## src/rtl/ddr_pattern_ref.sv

```systemverilog
// Expected memory word for a given word address; shared by the read checker and
// the write-side pattern generator so both sides agree on the data pattern.
module ddr_pattern_ref (
  input  logic [29:0] i_word_addr,
  input  logic [31:0] i_seed,
  output logic [31:0] o_expected
);

  assign o_expected = {2'b00, i_word_addr} ^ i_seed;

endmodule

```

## config.mk

```make
export PLATFORM = sky130hd
export DESIGN_NAME = ddr_pattern_ref
export DESIGN_NICKNAME = d
export VERILOG_FILES = /design/src/rtl/ddr_pattern_ref.sv
export SDC_FILE = /design/constraint.sdc
export NUM_CORES = 1
export LEC_CHECK = 0
export CAP_MARGIN = 20
export CORE_UTILIZATION = 13
export DETAILED_ROUTE_END_ITERATION = 8
export GPL_TIMING_DRIVEN = 0
export PLACE_DENSITY_LB_ADDON = 0.05
export SETUP_SLACK_MARGIN = 0.4
export SYNTH_ARGS = -nofsm -noshare
export SYNTH_HDL_FRONTEND = slang
export SYNTH_SLANG_ARGS = --single-unit
```

## constraint.sdc

```tcl
create_clock -name vclk -period 0.8
set_input_delay 0.16 -clock vclk [all_inputs]
set_output_delay 0.16 -clock vclk [all_outputs]
set_load 0.005 [all_outputs]
```

Word-level counts from Yosys, hierarchy flattened

Index checks and enable logic that the tools add are counted.

Bitwise gates (word level): 1

Operators with widths:

| kind                                    | count |
|---|---|
| 30-bit by 32-bit XOR with 32-bit output | 1 |

Bits in registers: 0
Input bits: 62
Output and inout port bits: 32
Word-level logic and storage cells: 1

Longest topological paths before layout

Word-level depth: 1
Mapped depth: 1
Gate-level depth less buffers: 1

Least setup slack after synthesis

Ideal clock, no wire load.

Path kind: input to output
From: in i_seed[0]
To: out o_expected[0]
Arrival time: 0.312 ns
Data required time: 0.640 ns
Path slack: 0.328 ns
Cell stages on the path: 1
Buffers on the path: 0
Cells stage by stage: xor2_1

Longest elaborated chain between the ends: 1

Ends and longest elaborated chain:

| item                                    | RTL line | RTL |
|---|---|---|
| from (decl)                             | 5        | `input logic [31:0] i_seed,` |
| 30-bit by 32-bit XOR with 32-bit output | 9        | `assign o_expected = {2'b00, i_word_addr} ^ i_seed;` |
| to (decl)                               | 6        | `output logic [31:0] o_expected` |

Every way passes these cells.

Worst setup path in the final report

From: in i_seed[11]
To: out o_expected[11]

Same word-level chain as after synthesis.

==> flow_summary.yaml <==
outcome:
  outcome: "completed"
critical_path:
  crit_type: "in -> out"
  cp-start-kind: "input pin"
  required_ns: 0.64
  endpoint_kind: "primary output"
  crit_path_max_fanout: 1
  arrival_ns: 0.53
global_route:
  groute.usage.overall_pct: 11.7
  grt_first_pass_wirelength_mm: 1.99
  grt_max_degree: 2
  grt_pass1_vias: 467
  grt_antenna_before_repair: 0
  overflow: 0
die:
  coreArea_mm2: 0.00198
  die_h_um: 48.2
  pin_count: 94
  floorplan.initialDensity_pct: 14.0
  die_area_mm2: 0.00233
  die_w_um: 48.2
  rows: 16
layout:
  design.seq.count: 0
  seqCellArea_um2: 0
  fillers: 196
  multi_input_area_um2: 278
  diodes: 0
  area_growth_pct: 305
  n_clock_buffer: 0
  fin_nets: 188
  drive_above_1_share_pct: 77.4
  stdcell_area_mm2: 0.00113
sta:
  final.period_utilization_pct: 86.9
  finalHoldViolations: 0
  worst_pin_slew_ns: 0.134
  rsz0062_at_grt: "yes"
  fmax_mhz: 1440
  setup_viol: 0
  relSlewSlack_pct: 91.0
  holdWs_ns: 0.464
  fin_ws_ns: 0.105
  report.final.slew_viol_count: 0
  min_period_ns: 0.695
placed_design:
  dpl_cell_area_mm2: 0.00124
  io_buffer_count: 92
  pre_cts_slack_ns: -0.688
  place.gp.congestion: 0.617
  place_hpwl_mm: 1.49
routing:
  routed_wl_mm: 1.59
  drt_iter0_drc: 0
  route.detailed.drc: 0
  num_vias: 569
  postRouteAntennaNets: 0
  routedWlPerCell_um: 10.5
  routed_via_density: 3.77
  first_pass_iters: 1
worst_hold_path:
  hold_path_class: "in -> out"
clock_network:
  postCtsHoldBufs: 0
synth:
  synth_area_um2: 278
  avgSynthCellArea_um2: 8.68
  seq_area_frac_synth_pct: 0
  synthesis.nets: 94
  synth_cell_types: 2
  synthCells: 32
  ys_warn_count: 0
pwr:
  vdd_drop_max_v: 0.000262
  p_leak_nw: 0.617
  p_per_area_mw_per_mm2: 548
flow_run:
  maxCapViolations: 0
==> path summary, 6_finish.rpt <==
| check | from | cells after the start | to | slack, ns |
|---|---|---|---|---|
| worst max-delay path | i_seed[11] | 3 | o_expected[11] | 0.11 |
| worst min-delay path | i_seed[31] | 2 | o_expected[31] | 0.46 |
==> cells by family after synthesis <==
| family | Yosys count | share of synthesized area (%) |
|---|---|---|
| xor gates and xnor gates | 30 | 94.6 |
| buffers and inverters | 2 | 5.40 |
==> area by class of cell <==
| type | count | area share, % |
|---|---|---|
| Buffer | 2 | 2.00 |
| Tap cell | 27 | 3.00 |
| Timing Repair Buffer | 92 | 70.3 |
| Multi-Input combinational cell | 30 | 24.7 |
==> metal layers <==
layer  GRT usage (%)  share of wire, %  vias to the layer above
met5               0                 0                        -
met4               0                 0                        0
met3           0.370               7.0                        0
met2            28.3                71                       27
met1            10.3                22                      266
li1                -                 -                      276
==> repair_timing <==
action	in CTS	in global routing
buffers inserted	0	0
gates resized for setup	366	18
pin swaps	30	17
setup endpoints to repair	32	32
==> synth_stat cells <==
cell type  instances  area, um2
xor2_1            30        263
buf_4              2       15.0
==> layout by cell type, fill, tap and decap left out, drive strengths merged <==
master,count
buf,94
xor2,30
==> critical path, stage by stage <==
cell	delay, ns
buf_6	0.09
xor2_1	0.15
buf_2	0.14
==> power by group <==
part	total (W)	switching, W	internal [W]
sequential	0	0	0
clock	0	0	0
combinational	0.000617	0.000183	0.000434
==> through the flow <==
stage / util [%] / total power, W / cells / setup TNS (ns)
after floorplan: - / 0.000135 / 32 / 0
after CTS: 51.0 / 0.000575 / 151 / 0
after detailed placement: 62.6 / 0.000776 / 151 / -19.89
final: 56.8 / 0.000617 / 151 / 0
after global placement: 62.6 / 0.000765 / 151 / -19.49
after global routing: 56.8 / 0.000676 / 151 / 0
(Power assumes the default switching activity.)
